===== src/rtl/down_timer.sv =====
// Down-counting timer with load, pause, one-shot and auto-reload modes.
// A non-zero load starts a run; the terminal decrement (r == 1) either
// reloads from the last loaded value (a=1) or parks at zero (a=0), and in
// both cases raises a registered one-cycle done pulse.
module down_timer #(
  parameter int W = 4
) (
  input  logic         clk,
  input  logic         rst_n,
  input  logic         l,
  input  logic [W-1:0] i,
  input  logic         c,
  input  logic         a,
  output logic [W-1:0] r,
  output logic         z,
  output logic         busy,
  output logic         done
);

  typedef enum logic [1:0] {
    IDLE = 2'd0,
    RUN  = 2'd1,
    DONE = 2'd2
  } state_t;

  localparam logic [W-1:0] ONE  = W'(1);
  localparam logic [W-1:0] ZERO = '0;

  state_t       state_q, state_d;
  logic [W-1:0] r_q, r_d;
  logic [W-1:0] rld_q, rld_d;
  logic         done_q, done_d;

  // Next-state logic: load beats count; counting only happens in RUN.
  always_comb begin
    state_d = state_q;
    r_d     = r_q;
    rld_d   = rld_q;
    done_d  = 1'b0;
    if (l) begin
      // A zero load is treated as a cancel: back to IDLE without a pulse.
      if (i != ZERO) begin
        r_d     = i;
        rld_d   = i;
        state_d = RUN;
      end else begin
        r_d     = ZERO;
        rld_d   = ZERO;
        state_d = IDLE;
      end
    end else if ((state_q == RUN) && c) begin
      if (r_q > ONE) begin
        r_d = r_q - ONE;
      end else begin
        // Terminal decrement: the count never reaches zero while in RUN
        // in periodic mode, so there is no wrap and no idle cycle.
        done_d = 1'b1;
        if (a) begin
          r_d = rld_q;
        end else begin
          r_d     = ZERO;
          state_d = DONE;
        end
      end
    end
  end

  // State, count, reload value and done pulse registers.
  always_ff @(posedge clk or negedge rst_n) begin
    if (!rst_n) begin
      state_q <= IDLE;
      r_q     <= ZERO;
      rld_q   <= ZERO;
      done_q  <= 1'b0;
    end else begin
      state_q <= state_d;
      r_q     <= r_d;
      rld_q   <= rld_d;
      done_q  <= done_d;
    end
  end

  assign r    = r_q;
  assign z    = (r_q == ZERO);
  assign busy = (state_q == RUN);
  assign done = done_q;

endmodule


===== config.mk =====
export PLATFORM = sky130hd
export DESIGN_NAME = down_timer
export DESIGN_NICKNAME = d
export VERILOG_FILES = /design/src/rtl/down_timer.sv
export SDC_FILE = /design/constraint.sdc
export NUM_CORES = 1
export LEC_CHECK = 0
export ABC_AREA = 1
export CORE_MARGIN = 2
export CORE_UTILIZATION = 50
export CTS_CLUSTER_SIZE = 20
export DETAILED_ROUTE_END_ITERATION = 16
export GPL_TIMING_DRIVEN = 0
export PLACE_DENSITY = 0.8
export SLEW_MARGIN = 30
export SYNTH_ARGS = -nofsm -noshare
export SYNTH_HDL_FRONTEND = slang
export SYNTH_SLANG_ARGS = --single-unit

===== constraint.sdc =====
create_clock -name clk -period 2.5 [get_ports clk]
set_input_delay 0.5 -clock clk [delete_from_list [all_inputs] [get_ports clk]]
set_output_delay 0.5 -clock clk [all_outputs]
set_load 0.005 [all_outputs]

==> results of run 1 <==
## how the worst max path moves through the flow
stage          cells after the start  end  slack (ns)             start
6_report                           5    z        0.37  r[0]$_DFFE_PN0P_
5_1_grt                            5    z        0.28  r[0]$_DFFE_PN0P_
4_1_cts                            5    z        0.37  r[0]$_DFFE_PN0P_
3_5_place_dp                       5    z        0.65  r[0]$_DFFE_PN0P_
3_3_place_gp                       5    z        0.70  r[0]$_DFFE_PN0P_
2_1_floorplan                      4    z        1.19  r[0]$_DFFE_PN0P_
## cell type report
class / instances / area share, %
multi-input cells: 61 / 38.38
flip-flops and latches: 11 / 31.75
repair buffers: 15 / 17.32
inverters: 15 / 6.494
clock buffers: 4 / 3.030
well taps: 15 / 2.165
plain buffers: 1 / 0.8658
## sequential cells by signal, indices dropped and copies added (netlist names)
name / flops
state_q: 2
rld_q: 4
done: 1
r: 4
## cells in the mapped netlist
master and count:
nor3_2 1, ha_1 3, nand2_1 21, o22ai_1 1
o21ai_0 4, nand3b_1 2, nor2_2 1, o21ai_1 2
nor3_1 2, a21boi_0 1, nor2_4 1, inv_2 1
nand3_4 1, nand4_1 1, nor2_1 10, nand3_1 3
or2_2 1, nand3_2 1, inv_1 14, a21oi_1 3
nand2_2 2, dfrtp_1 11, buf_4 1
## cells by family (layout without fill, tap and decap cells)
family	Yosys count	in the layout	synth area share (%)
AO/OA/AOI/OAI	11	11	8.753
adder cells (fa/ha/maj)	3	3	5.587
flip-flops	11	11	40.97
buffers and inverters	16	35	9.497
AND/OR/NAND/NOR	47	47	35.20
## critical path: cells and delay by family, from the launching register on
family	cells	cell delay, ns
buffers and inverters	3	0.71
DFF	1	0.40
adders and majority gates	1	0.18
and+or+nand+nor	1	0.09
## layer usage
metal	track usage [%]	routed length, um
met5	0	0
met4	5.000	21
met3	4.891	31
met2	33.73	699
met1	25.09	626
## stage by stage
| step | total power [W] | cells | utilization, % | area [um^2] | hold slack (ns) |
|---|---|---|---|---|---|
| floorplan | 0.0003143 | 88 | - | 671.9 | 0.2044 |
| detailed placement | 0.0003866 | 118 | 65.43 | 840.8 | 0.4810 |
| global placement | 0.0003796 | 118 | 65.43 | 840.8 | 0.4700 |
| CTS | 0.0005076 | 122 | 67.48 | 867.1 | 0.4980 |
| finish | 0.0005044 | 122 | 67.48 | 867.1 | 0.4916 |
| global route | 0.0005381 | 122 | 67.48 | 867.1 | 0.5373 |
## power by group
group          internal (W)  leakage (nW)  total [W]  switching, W
Sequential         0.000197         0.135   0.000217     0.0000198
Combinational     0.0000784         0.273   0.000164     0.0000858
Clock             0.0000617        0.0150   0.000123     0.0000614
==> impl_metrics.ini, run 1 <==
[final_layout]
num_antenna_cells = 0
layout_commonest_cell = nand2_1
multi_input_area_um2 = 332.8
post_route_cells_drive_above_1_share_pct = 12.15
final_cell_mix = 21 x nand2_1, 15 x clkdlybuf4s50_1, 14 x inv_1
area_delta_synth_final_pct = 29.05
fin_nets = 120
seq_area_um2 = 275.3
fill_cells = 115

[critical_path]
rr_worst_depth = 7
path_cells = inv_1 > ha_1 > inv_1 > nor2_1 > clkdlybuf4s50_1
r2r-end = state_q[0]$_DFFE_PN0P_
cp_slowest_cell = clkdlybuf4s50_1
r2r_slack_ns = 1.08
critPathArrivalTime_ns = 1.63
cpPeakStageDelay_ns = 0.50
path_max_fanout = 6
critPathRequiredTime_ns = 2.00
start_kind = flop
endpoint_kind = primary output
r2r-start = r[0]$_DFFE_PN0P_
crit_path_frequent_cell = inv_1
worst-setup-path-type = flop to primary output

[die]
die_h_um = 40.66
rows = 13
core_um2 = 1285
die_area_um2 = 1653
die_w_um = 40.66
initial_core_util_pct = 52.29
io_pins = 16

[sta]
hold_violations = 0
max-slew-margin-rel_pct = 66.81
setup_viol_count_final = 0
slew_viol_final = 0
fin_ws_ns = 0.3694
clock.fmax_mhz = 469.4
tightest_slew_ns = 0.4962
fin_crit_sh_pct = 85.22
rsz0062_at_grt = false
tns_ns = 0
clock_skew_ns = 0.005028
layout_min_cycle_time_ns = 2.131

[synthesis]
synthTopCellsByArea = dfrtp_1 41%, nand2_1 12%, inv_1 7.8%
ys_warn_count = 0
ys_ff_latch = 11
ys_seq_area_share_pct = 40.97
synth_top_area_share_pct = 40.97
ys_types = 23
syn_area_um2 = 671.9
syn_inst = 88
yosys.area.top_type = dfrtp_1
avgSynthCellArea_um2 = 7.635
syn_nets = 100

[drt]
vias = 598
routed_wl_um = 1378
drt_iter0_markers = 16
ant_nets = 0
drc = 0
via_per_inst = 4.902
first_pass_iters = 4
wl_per_cell_um = 11.30

[outcome]
status = finished, final reports clean

[global_routing]
antenna_found_initial = 0
gr-total-overflow = 0
grt_max_degree = 12
grt_pass1_wl_um = 2111
grtUsageTotal_pct = 19.86
first_global_vias = 492

[clock_network]
cts-htree-levels = 1
cts_tree = done
numCtsBuffers = 3
cts_root_buf = clkbuf_4
ctsHoldBuffers = 0
clk_path_buf_depth = 2
cts.sinks = 11
post-cts-setup-buffer-count = 0
ctsResizeCount = 0
clk_latency_ns = 0.27
clk_pin_slew_worst_paths_ns = 0.07

[power]
peakVddDrop_v = 0.0004542
powerDensity_nw_per_um2 = 581.7
total_leakage_power_nw = 0.4229

[hold_path]
min_path_type = flop to flop
min_to = rld_q[3]$_DFFE_PN0P_
min_path_cells = 2
worstHoldStart = rld_q[3]$_DFFE_PN0P_

[place]
io_buffers = 15
routabilityCongestion = 0.8652
dp_hpwl_um = 1114
pre_cts_slack_ns = 0.6518

[job]
drv_cap = 0
(Power assumes the default switching activity.)
==> inputs of run 2 (changes only) <==
PLACE_DENSITY = 0.76   (was 0.8)
==> impl_metrics.ini, run 2 (synthesis gave the netlist of run 1 again) <==
[sta]
whs_ns = 0.4926
slew_viol_final = 0
setup_viol_count_final = 0
max-slew-margin-rel_pct = 65.68
tightest_slew_ns = 0.5132
rsz0062_at_grt = false
clock_skew_ns = 0.004128
layout_min_cycle_time_ns = 2.119
fin_crit_sh_pct = 84.78
hold_violations = 0
clock.fmax_mhz = 471.8
tns_ns = 0

[critical_path]
cp_top_family = buffers and inverters
path_buf_inv = 3
crit_cells = 5
rr_worst_depth = 8
worst-setup-path-type = flop to primary output
path_max_fanout = 6
crit_end = z
r2r-start = r[0]$_DFFE_PN0P_
r2r-end = state_q[1]$_DFFE_PN0P_
crit_path_frequent_cell = inv_1
critPathArrivalTime_ns = 1.62
critPathRequiredTime_ns = 2.00
start_kind = flop
cp_slowest_cell = clkdlybuf4s50_1
cpPeakStageDelay_ns = 0.50
endpoint_kind = primary output
path_cells = inv_1 > ha_1 > inv_1 > nor2_1 > clkdlybuf4s50_1
critPathLaunch = r[0]$_DFFE_PN0P_
r2r_slack_ns = 1.12

[final_layout]
fin_nets = 120
post_route_cells_drive_above_1_share_pct = 12.15
stdcell_area_um2 = 867.1
layout_commonest_cell = nand2_1
num_antenna_cells = 0
final_cell_mix = 21 x nand2_1, 15 x clkdlybuf4s50_1, 14 x inv_1
area_delta_synth_final_pct = 29.05

[clock_network]
cts_root_buf = clkbuf_4
cts_tree = done
clk_pin_slew_worst_paths_ns = 0.07
ctsResizeCount = 0
clk_path_buf_depth = 2
ctsHoldBuffers = 0
post-cts-setup-buffer-count = 0
cts-htree-levels = 1
clk_latency_ns = 0.27
numCtsBuffers = 3
cts.sinks = 11

[drt]
drt_iter0_markers = 13
highest_layer = met4
ant_nets = 0
via_per_inst = 4.738
routed_wl_um = 1281
drc = 0
wl_per_cell_um = 10.50
routed-wl-met3_um = 44
met2WireLength_um = 592
first_pass_iters = 4
vias = 578
wl_met1_um = 620

[global_routing]
antenna_found_initial = 0
gr-total-overflow = 0
grt_max_degree = 12
grt_pass1_wl_um = 2001
first_global_vias = 453
grtUsageTotal_pct = 18.74

[outcome]
status = finished, final reports clean

[place]
io_buffers = 15
routabilityCongestion = 0.7636
place_area_um2 = 840.8
dp_hpwl_um = 983.3

[die]
rows = 13
die_h_um = 40.66
initial_core_util_pct = 52.29
core_um2 = 1285
io_pins = 16
die_w_um = 40.66
die_area_um2 = 1653

[power]
powerDensity_nw_per_um2 = 579.0
peakVddDrop_v = 0.0003371
total_leakage_power_nw = 0.4229

[hold_path]
min_path_type = flop to flop

[job]
drv_cap = 0
-- run 2: cell counts in the layout (fill, tap and decap cells not counted) --
No cell type changed its count.
-- run 2: metal layers --
metal  global-route usage, %  up-vias
met5                       0        -
met4                   10.00        0
met3                   3.261        4
met2                   28.17       14
met1                   25.42      247
li1                        -      313
-- run 2: worst min-delay path by stage --
| stage | startpoint | end | cells after the start |
|---|---|---|---|
| floorplan | rst_n | done$_DFF_PN0_ | 0 |
| global placement | rld_q[3]$_DFFE_PN0P_ | rld_q[3]$_DFFE_PN0P_ | 2 |
| detailed placement | rld_q[3]$_DFFE_PN0P_ | rld_q[3]$_DFFE_PN0P_ | 2 |
| CTS | rld_q[3]$_DFFE_PN0P_ | rld_q[3]$_DFFE_PN0P_ | 2 |
| global route | rld_q[3]$_DFFE_PN0P_ | rld_q[3]$_DFFE_PN0P_ | 2 |
| finish | rld_q[3]$_DFFE_PN0P_ | rld_q[3]$_DFFE_PN0P_ | 2 |
-- run 2: through the flow --
| stage | power, W | cells | setup WS, ns | utilization (%) |
|---|---|---|---|---|
| 5_1_grt | 0.0005391 | 122 | 0.2710 | 67.48 |
| 3_5_place_dp | 0.0003826 | 118 | 0.6692 | 65.43 |
| 2_1_floorplan | 0.0003143 | 88 | 1.189 | - |
| 4_1_cts | 0.0005042 | 122 | 0.3714 | 67.48 |
| 3_3_place_gp | 0.0003796 | 118 | 0.6905 | 65.43 |
| 6_report | 0.0005020 | 122 | 0.3805 | 67.48 |
-- run 2: final cells by class --
| type | instances | area (um^2) |
|---|---|---|
| Timing Repair Buffer | 15 | 150.1 |
| Clock buffer | 4 | 26.28 |
| Sequential cell | 11 | 275.3 |
| Fill cell | 117 | 417.9 |
| Buffer | 1 | 7.507 |
| Inverter | 15 | 56.30 |
| Tap cell | 15 | 18.77 |
| Multi-Input combinational cell | 61 | 332.8 |
-- run 2: power by group --
| group | switching, W | internal, W | total, W |
|---|---|---|---|
| clock | 0.0000618 | 0.0000618 | 0.000124 |
| combinational | 0.0000835 | 0.0000783 | 0.000162 |
| sequential | 0.0000193 | 0.000197 | 0.000217 |
-- run 2: worst min-delay path, stage by stage (launching register included) --
cell and delay [ns]:
dfrtp_1 0.32, nand2_1 0.07, nand2_1 0.06
